[config.mk]
export PLATFORM = sky130hd
export DESIGN_NAME = rs_syndrome_calc_flat
export DESIGN_NICKNAME = d
export VERILOG_FILES = /design/src/rtl/rs_pkg.sv /design/src/rtl/rs_syndrome_calc_if.sv /design/src/rtl/gf256_mul.sv /design/src/rtl/rs_syn_cell.sv /design/src/rtl/rs_syndrome_calc.sv /design/src/flat_wrapper.sv
export SDC_FILE = /design/constraint.sdc
export NUM_CORES = 1
export LEC_CHECK = 0
export CORE_UTILIZATION = 69
export CTS_BUF_LIST = sky130_fd_sc_hd__clkbuf_4
export DETAILED_ROUTE_END_ITERATION = 7
export PLACE_DENSITY = 0.87
export SKIP_CTS_REPAIR_TIMING = 1
export SYNTH_ARGS = -nofsm -noshare
export SYNTH_HDL_FRONTEND = slang
export SYNTH_HIERARCHICAL = 1
export SYNTH_SLANG_ARGS = --single-unit
[constraint.sdc]
create_clock -name clk -period 12.4 [get_ports clk]
set_clock_uncertainty 0.1 [all_clocks]
set_input_delay 1.24 -clock clk [delete_from_list [all_inputs] [get_ports clk]]
set_output_delay 1.24 -clock clk [all_outputs]
set_load 0.005 [all_outputs]
[src/rtl/rs_pkg.sv]
// Shared Reed-Solomon definitions: GF(2^8) field constants, code sizes,
// syndrome FSM encoding and elaboration-time power-of-alpha helper.
package rs_pkg;

  localparam int unsigned GF_W      = 8;
  localparam logic [7:0]  GF_POLY   = 8'h1D;
  localparam int unsigned RS_NSYM   = 16;
  localparam int unsigned RS_CW_LEN = 255;

  localparam logic ST_ACC_ENC = 1'b0;
  localparam logic ST_OUT_ENC = 1'b1;

  typedef enum logic {
    ST_ACC = ST_ACC_ENC,
    ST_OUT = ST_OUT_ENC
  } syn_state_t;

  // Multiply by alpha (x) modulo x^8 + x^4 + x^3 + x^2 + 1.
  function automatic logic [GF_W-1:0] gf_xtime(input logic [GF_W-1:0] a);
    return {a[GF_W-2:0], 1'b0} ^ (a[GF_W-1] ? GF_POLY : 8'h00);
  endfunction

  // alpha^k, used only to build constant multiplier operands.
  function automatic logic [GF_W-1:0] gf_alpha_pow(input int unsigned k);
    logic [GF_W-1:0] r;
    r = 8'h01;
    for (int unsigned i = 0; i < (k % 255); i++) begin
      r = gf_xtime(r);
    end
    return r;
  endfunction

endpackage

[src/rtl/rs_syndrome_calc_if.sv]
// Byte-stream input and packed-syndrome output handshake of the syndrome stage.
interface rs_syndrome_calc_if #(
  parameter int unsigned NSYM = rs_pkg::RS_NSYM
);
  logic [7:0]        in_data;
  logic              in_valid;
  logic              in_ready;
  logic [NSYM*8-1:0] syn_out;
  logic              syn_valid;
  logic              syn_ready;
  logic              syn_zero;

  modport master (
    output in_data, in_valid, syn_ready,
    input  in_ready, syn_out, syn_valid, syn_zero
  );

  modport slave (
    input  in_data, in_valid, syn_ready,
    output in_ready, syn_out, syn_valid, syn_zero
  );
endinterface

[src/rtl/gf256_mul.sv]
// Combinational GF(2^8) multiplier, poly 0x11D; a constant b folds to XOR trees.
module gf256_mul
  import rs_pkg::*;
(
  input  logic [GF_W-1:0] a,
  input  logic [GF_W-1:0] b,
  output logic [GF_W-1:0] p_c
);

  logic [GF_W-1:0] acc;
  logic [GF_W-1:0] sh;

  always_comb begin
    acc = '0;
    sh  = a;
    for (int unsigned i = 0; i < GF_W; i++) begin
      if (b[i]) acc = acc ^ sh;
      sh = gf_xtime(sh);
    end
    p_c = acc;
  end

endmodule

[src/rtl/rs_syn_cell.sv]
// One Horner syndrome cell: S <= first ? d : S*alpha^K ^ d.
// With RS_SYN_ZERO_DET_EN the pre-register next value is exported for zero detect.
module rs_syn_cell
  import rs_pkg::*;
#(
  parameter int unsigned K = 0
) (
  input  logic            clk,
  input  logic            rst_n,
  input  logic            load,
  input  logic            first,
  input  logic [GF_W-1:0] din,
  output logic [GF_W-1:0] s
`ifdef RS_SYN_ZERO_DET_EN
  ,
  output logic [GF_W-1:0] s_next_c
`endif
);

  localparam logic [GF_W-1:0] ALPHA_K = gf_alpha_pow(K);

  logic [GF_W-1:0] prod_c;
  logic [GF_W-1:0] nxt_c;

  gf256_mul u_mul (
    .a   (s),
    .b   (ALPHA_K),
    .p_c (prod_c)
  );

  // First byte of a codeword overwrites, so no clear cycle is needed between words.
  assign nxt_c = first ? din : (prod_c ^ din);

  always_ff @(posedge clk) begin
    if (!rst_n) begin
      s <= '0;
    end else if (load) begin
      s <= nxt_c;
    end
  end

`ifdef RS_SYN_ZERO_DET_EN
  assign s_next_c = nxt_c;
`endif

endmodule

[src/rtl/rs_syndrome_calc.sv]
// RS syndrome front end: NSYM Horner cells, byte counter and ACC/OUT handshake FSM.
// Optional all-zero syndrome flag built when RS_SYN_ZERO_DET_EN is defined.
module rs_syndrome_calc
  import rs_pkg::*;
#(
  parameter int unsigned CW_LEN = RS_CW_LEN,
  parameter int unsigned NSYM   = RS_NSYM,
  parameter int unsigned FCR    = 0
) (
  input  logic               clk,
  input  logic               rst_n,
  rs_syndrome_calc_if.slave  bus
);

  localparam int unsigned CNT_W = $clog2(CW_LEN);

  syn_state_t               state;
  syn_state_t               state_next;
  logic [CNT_W-1:0]         cnt;
  logic                     in_ready_q;
  logic                     syn_valid_q;
  logic                     accept_c;
  logic                     first_c;
  logic                     last_c;
  logic [NSYM-1:0][GF_W-1:0] syn;

  assign accept_c = bus.in_valid && in_ready_q;
  assign first_c  = (cnt == '0);
  assign last_c   = accept_c && (cnt == CNT_W'(CW_LEN - 1));

  // Next-state logic
  always_comb begin
    state_next = state;
    case (state)
      ST_ACC:  if (last_c) state_next = ST_OUT;
      ST_OUT:  if (syn_valid_q && bus.syn_ready) state_next = ST_ACC;
      default: state_next = ST_ACC;
    endcase
  end

  // State, handshake flags and byte counter; flags track the next state so they stay registered.
  always_ff @(posedge clk) begin
    if (!rst_n) begin
      state       <= ST_ACC;
      cnt         <= '0;
      in_ready_q  <= 1'b1;
      syn_valid_q <= 1'b0;
    end else begin
      state       <= state_next;
      in_ready_q  <= (state_next == ST_ACC);
      syn_valid_q <= (state_next == ST_OUT);
      if (accept_c) begin
        cnt <= last_c ? '0 : cnt + CNT_W'(1);
      end
    end
  end

`ifdef RS_SYN_ZERO_DET_EN
  logic [NSYM-1:0][GF_W-1:0] s_next;
  logic                      all_zero_c;
  logic                      syn_zero_q;
`endif

  for (genvar j = 0; j < NSYM; j++) begin : g_cell
    rs_syn_cell #(
      .K (j + FCR)
    ) u_cell (
      .clk      (clk),
      .rst_n    (rst_n),
      .load     (accept_c),
      .first    (first_c),
      .din      (bus.in_data),
      .s        (syn[j])
`ifdef RS_SYN_ZERO_DET_EN
      ,
      .s_next_c (s_next[j])
`endif
    );
  end

  assign bus.in_ready  = in_ready_q;
  assign bus.syn_valid = syn_valid_q;
  assign bus.syn_out   = syn;

`ifdef RS_SYN_ZERO_DET_EN
  assign all_zero_c = (s_next == '0);

  // Captured on entry to OUT from the values being loaded, cleared on return to ACC.
  always_ff @(posedge clk) begin
    if (!rst_n) begin
      syn_zero_q <= 1'b0;
    end else if (state == ST_ACC && state_next == ST_OUT) begin
      syn_zero_q <= all_zero_c;
    end else if (state_next == ST_ACC) begin
      syn_zero_q <= 1'b0;
    end
  end

  assign bus.syn_zero = syn_zero_q;
`else
  assign bus.syn_zero = 1'b0;
`endif

endmodule
[src/flat_wrapper.sv]
// flat-port wrapper written by rule: the top's interface ports become plain ports
module rs_syndrome_calc_flat import rs_pkg::*;
#(
  parameter int unsigned CW_LEN = RS_CW_LEN,
  parameter int unsigned NSYM   = RS_NSYM,
  parameter int unsigned FCR    = 0
)
  (clk, rst_n, bus_in_data, bus_in_valid, bus_syn_ready, bus_in_ready, bus_syn_out, bus_syn_valid, bus_syn_zero);
  rs_syndrome_calc_if #(.NSYM(NSYM)) bus_i ();
  input  logic clk;
  input  logic rst_n;
  input wire logic [$bits(bus_i.in_data)-1:0] bus_in_data;
  input wire logic [$bits(bus_i.in_valid)-1:0] bus_in_valid;
  input wire logic [$bits(bus_i.syn_ready)-1:0] bus_syn_ready;
  output wire logic [$bits(bus_i.in_ready)-1:0] bus_in_ready;
  output wire logic [$bits(bus_i.syn_out)-1:0] bus_syn_out;
  output wire logic [$bits(bus_i.syn_valid)-1:0] bus_syn_valid;
  output wire logic [$bits(bus_i.syn_zero)-1:0] bus_syn_zero;
  assign bus_i.in_data = bus_in_data;
  assign bus_i.in_valid = bus_in_valid;
  assign bus_i.syn_ready = bus_syn_ready;
  assign bus_in_ready = bus_i.in_ready;
  assign bus_syn_out = bus_i.syn_out;
  assign bus_syn_valid = bus_i.syn_valid;
  assign bus_syn_zero = bus_i.syn_zero;
  rs_syndrome_calc #(.CW_LEN(CW_LEN), .NSYM(NSYM), .FCR(FCR)) u_core (.clk(clk), .rst_n(rst_n), .bus(bus_i));
endmodule
======== Yosys cells after proc, flatten, opt, wreduce, memory -nomap -nowiden ========
Index checks and enable logic that the tools add are counted.
storage, ports and cells
  flip-flop bits (word level) ............. 138
  input bits .............................. 12
  output and inout bits ................... 131
  logic and storage cells ................. 232
cells by class
  $add $sub $neg .......................... 1
  eq/ne operators ......................... 1
  muxes and demuxes ....................... 93
  bitwise operators ....................... 114
  reductions and logical operators ........ 4
operators by type and width
  kind                                                           count
  8-bit XOR                                                      112
  5-bit 2-to-1 mux                                               73
  8-bit 2-to-1 mux                                               17
  8-bit by 1-bit adder with 8-bit output, second input constant  1
  8-bit equality test, second input constant                     1
  8-bit logical NOT                                              1
  1-bit logical AND                                              3
  1-bit 2-to-1 mux                                               2
  1-bit NOT                                                      2
  1-bit case mux with 2 select lines                             1

======== Logic depth before layout (Yosys ltp) ========
  depth in word-level cells ............... 17
  gate-level depth with buffers ........... 9
  mapped depth without buffers ............ 8

======== By module ========
The synthesis kept the hierarchy.
modules (own cells, without submodules)
  module                                           times used  cells each  area each (µm²)  sequential area each (µm²)
  gf256_mul at u_core.g_cell[10].u_cell.u_mul ...  15          173         1,224.9          0.0
  rs_syn_cell                                      16          53          494.2            160.2
  gf256_mul at u_core.g_cell[0].u_cell.u_mul       1           165         1,174.9          0.0
  rs_syndrome_calc                                 1           63          525.5            200.2

======== Least setup slack after synthesis ========
No wires, ideal clock.
  path kind ............................... register to register
  from .................................... register u_core.cnt[0]
  to ...................................... register u_core.g_cell[0].u_cell.s[3]
  setup time .............................. 79 ps
  data arrival time ....................... 8,258 ps
  required time ........................... 12,221 ps
  path slack .............................. 3,962 ps
  stages on the path, launching flop included .. 8
  buffers on the path ..................... 1
  clock period less this slack ............ 8,438 ps
  cells stage by stage .................... dfxtp_1 inv_1 ha_1 or4b_1 nor4_1 buf_6 and4b_1 a211oi_2
between the ends
  word-level cells in the longest chain between the ends .. 2
ends and longest elaborated chain
  element                   line                    source
  start: declaration        rs_syndrome_calc.sv:19  logic [CNT_W-1:0] cnt;
  start signal: assignment  rs_syndrome_calc.sv:53  cnt <= last_c ? '0 : cnt + CNT_W'(1);
  8-bit logical NOT         rs_syndrome_calc.sv:28  assign first_c = (cnt == '0);
  via u_core.first_c        rs_syndrome_calc.sv:23  logic first_c;
  8-bit 2-to-1 mux          rs_syn_cell.sv:32       assign nxt_c = first ? din : (prod_c ^ din);
  end signal: assignment    rs_syn_cell.sv:38       s <= nxt_c;
  end: declaration          rs_syn_cell.sv:13       output logic [GF_W-1:0] s
The timed path passes the listed nets, and every way through them passes these cells.
A chain may end at the register's enable or synchronous reset.

======== Final worst setup path ========
  from .................................... input bus_in_valid
  to ...................................... register u_core.g_cell[14].u_cell.s[0]
between the ends
  word-level cells in the longest chain between the ends .. 1
ends and longest elaborated chain
  element                 line                    source
  start: declaration      flat_wrapper.sv:13      input wire logic [$bits(bus_i.in_valid)-1:0] bus_in_valid;
  1-bit logical AND       rs_syndrome_calc.sv:27  assign accept_c = bus.in_valid && in_ready_q;
  end signal: assignment  rs_syn_cell.sv:38
  end: declaration        rs_syn_cell.sv:13
No other way between the ends.

==> impl_metrics.ini <==
[critical_path]
critPathTopFamily = buffers and inverters
worst_path_max_delay_cell = buf_4
end_kind = flip-flop
start_kind = primary input
critPathMaxFanout = 142
crit_chain = clkdlybuf4s50_1, and2_4, buf_4, buf_4, o21ai_0, a211oi_1
crit_type = primary input to flip-flop
path_common_cell = buf_4
critPathBufInv = 3
cp_data_arrival_time_ps = 4950
worstPathRequired_ps = 12840
crit_path_max_incr_delay_ps = 900

[sta]
slew_headroom_pct = 27.91
drv_slew = 0
tightest_slew_ps = 1081
min_period_ps = 4511
fin_crit_sh_pct = 36.38
rsz0062_at_grt = false
tns_ps = 0
finalHoldViolations = 0
max_freq_mhz = 221.7
setup_viol = 0

[placement]
finalWeightedCongestion = 0.9080
io_buffer_count = 141
dp_hpwl_um = 44350
place_inst = 4233

[synth]
synth_cell_types = 49
synthArstFlopShare_pct = 0
synth_edf_count = 0
synth_flop_cell = dfxtp_1
ys_seq_elements = 138
synth_area_per_cell_um2 = 7.622
yosysSeqAreaShare_pct = 9.873
netlist_instances = 3671
ys.warnings.count = 6
syn_area_um2 = 27980

[detailed_routing]
post-route-drc-count = 0
wl_per_cell_um = 15.63
drt_iter0_drc = 1713
routed_wl_um = 66700
vias = 24010
firstDrtPassIters = 7
antenna_left = 0
routed_via_density = 5.626

[hold_path]
hold_class = flip-flop to flip-flop

[finish]
instances_no_fill = 4267
nNetsFinal = 3742
layout_common_cells = 818 x xnor2_1, 808 x nand2_1, 230 x xor2_1, 194 x o21ai_0, 192 x conb_1
multiInputGateArea_um2 = 24060
area_growth_pct = 5.089
final_common_cell = xnor2_1
drive_gt1_share_pct = 8.690
n_fill_cell = 3119
final-seq-area_um2 = 2763

[pwr]
p_leak_nw = 10.93
peakVddDrop_mv = 0.1763
p_per_area_nw_per_um2 = 323.3

[global_route]
overflow = 0
grt.total_usage_pct = 31.88
grt_pass1_wl_um = 110100
grt_max_degree = 143
antenna_found_initial = 2
grt_pass1_vias = 22030

[clocking]
htreeDepth = 4
cts.sinks = 138
cts_buffer_depth = 2
cts_tree = yes
cts_buffers = 17
cts_root_buffer = clkbuf_4
clk_pin_slew_ps = 140
clock_latency_ps = 630

[floorplan]
start_util_pct = 70.27
die_y_um = 203.4
fp-row-count = 73
ioPinCount = 143
die-area_um2 = 41360
core_area_um2 = 39820
die_w_um = 203.4

[run_status]
outcome = complete, no violations

[job]
drv_cap = 0
[worst reg2reg max path, delay by kind of cell, from the launching register on]
family | cells | cell delay [ps]
buffers and inverters | 3 | 1820
AND/OR/NAND/NOR | 3 | 1520
flip-flops | 1 | 370
AO/OA/AOI/OAI | 1 | 240
adder cells (fa/ha/maj) | 1 | 160
[final timing paths]
path	from	end	slack, ps	depth (start not counted)
max	bus_in_valid	u_core/g_cell[14].u_cell/s[0]$_SDFFE_PN0P_	7890	6
min	u_core/cnt[0]$_SDFFE_PN0P_	u_core/cnt[0]$_SDFFE_PN0P_	430	2
max reg2reg	u_core/cnt[0]$_SDFFE_PN0P_	u_core/g_cell[14].u_cell/s[0]$_SDFFE_PN0P_	8100	8
min reg2reg	u_core/cnt[0]$_SDFFE_PN0P_	u_core/cnt[0]$_SDFFE_PN0P_	430	2
[state kept, by name, indices dropped and copies added, names as in the netlist]
name / count
u_core/g_cell.u_cell/s: 128
u_core/cnt: 8
u_core/bus.in_ready: 1
u_core/bus.syn_valid: 1
[per-layer routing]
metal	global-route usage, %	vias to the layer above	wire [µm]
li1	-	11750	-
met1	42.15	11400	29180
met2	53.83	754	32040
met3	3.627	97	4042
met4	10.42	0	1436
met5	0	-	0
[stage by stage]
stage | worst slack (ps) | hold WS (ps) | utilization (%) | power, W | instance area (µm²)
floorplan | 3962 | 380.2 | - | 0.007877 | 28580
global placement | 7584 | 407.2 | 73.12 | 0.008793 | 29120
detailed placement | 7375 | 414.8 | 73.12 | 0.008929 | 29120
CTS | 7999 | 435.4 | 73.83 | 0.009297 | 29400
global route | 7561 | 471.4 | 73.84 | 0.01031 | 29410
finish | 7889 | 431.9 | 73.84 | 0.009506 | 29410
[kinds of logic (layout without fill, tap and decap cells)]
kind of cell	Yosys count	in the layout	share of synthesized area, %
flip-flops	138	138	9.873
XOR/XNOR	1175	1175	42.47
multiplexers	93	93	3.465
AND/OR/NAND/NOR	1449	1449	26.18
buffers and inverters	325	235	6.309
AO/OA/AOI/OAI	455	455	11.12
other	33	194	0.4427
adder cells (fa/ha/maj)	3	3	0.1342
[where the power goes]
| part | leakage [nW] | switching (W) | internal (W) |
|---|---|---|---|
| sequential | 1.15 | 0.000606 | 0.000582 |
| combinational | 9.64 | 0.00395 | 0.00404 |
| clock | 0.143 | 0.000204 | 0.000122 |
| total | 10.9 | 0.00476 | 0.00474 |
[cell usage after synthesis (31+ instances only)]
cell type  instances  area share, %
clkbuf_1          97            1.3
buf_6             47            1.9
and4b_2           64            2.6
mux2_2            31            1.2
buf_2             78            1.4
a22oi_1           32           0.86
xor2_4            48            4.7
xor2_2            63            3.7
a211oi_1          65            1.7
dfxtp_1          138            9.9
xor2_1           230            7.2
o21ai_0          194            3.5
nor2b_1          160            3.6
mux2i_1           62            2.2
nand2b_1         146            3.3
a211oi_2          64            2.9
conb_1            33           0.44
nand2_1          808             11
a21oi_1           62            1.1
xnor2_1          818             26
nor2_1           129            1.7
inv_1             52           0.70
and4b_1           64            2.3
[final cells by class]
cell class              instances  area share (%)
multi-input cells            3367           81.82
flip-flops and latches        138           9.395
repair buffers                151           4.910
well taps                     525           2.234
inverters                      52          0.6638
clock inverters                14          0.5021
clock buffers                  18          0.4595
diodes                          2         0.01702
Note: power is estimated with default switching activity, not from simulation.
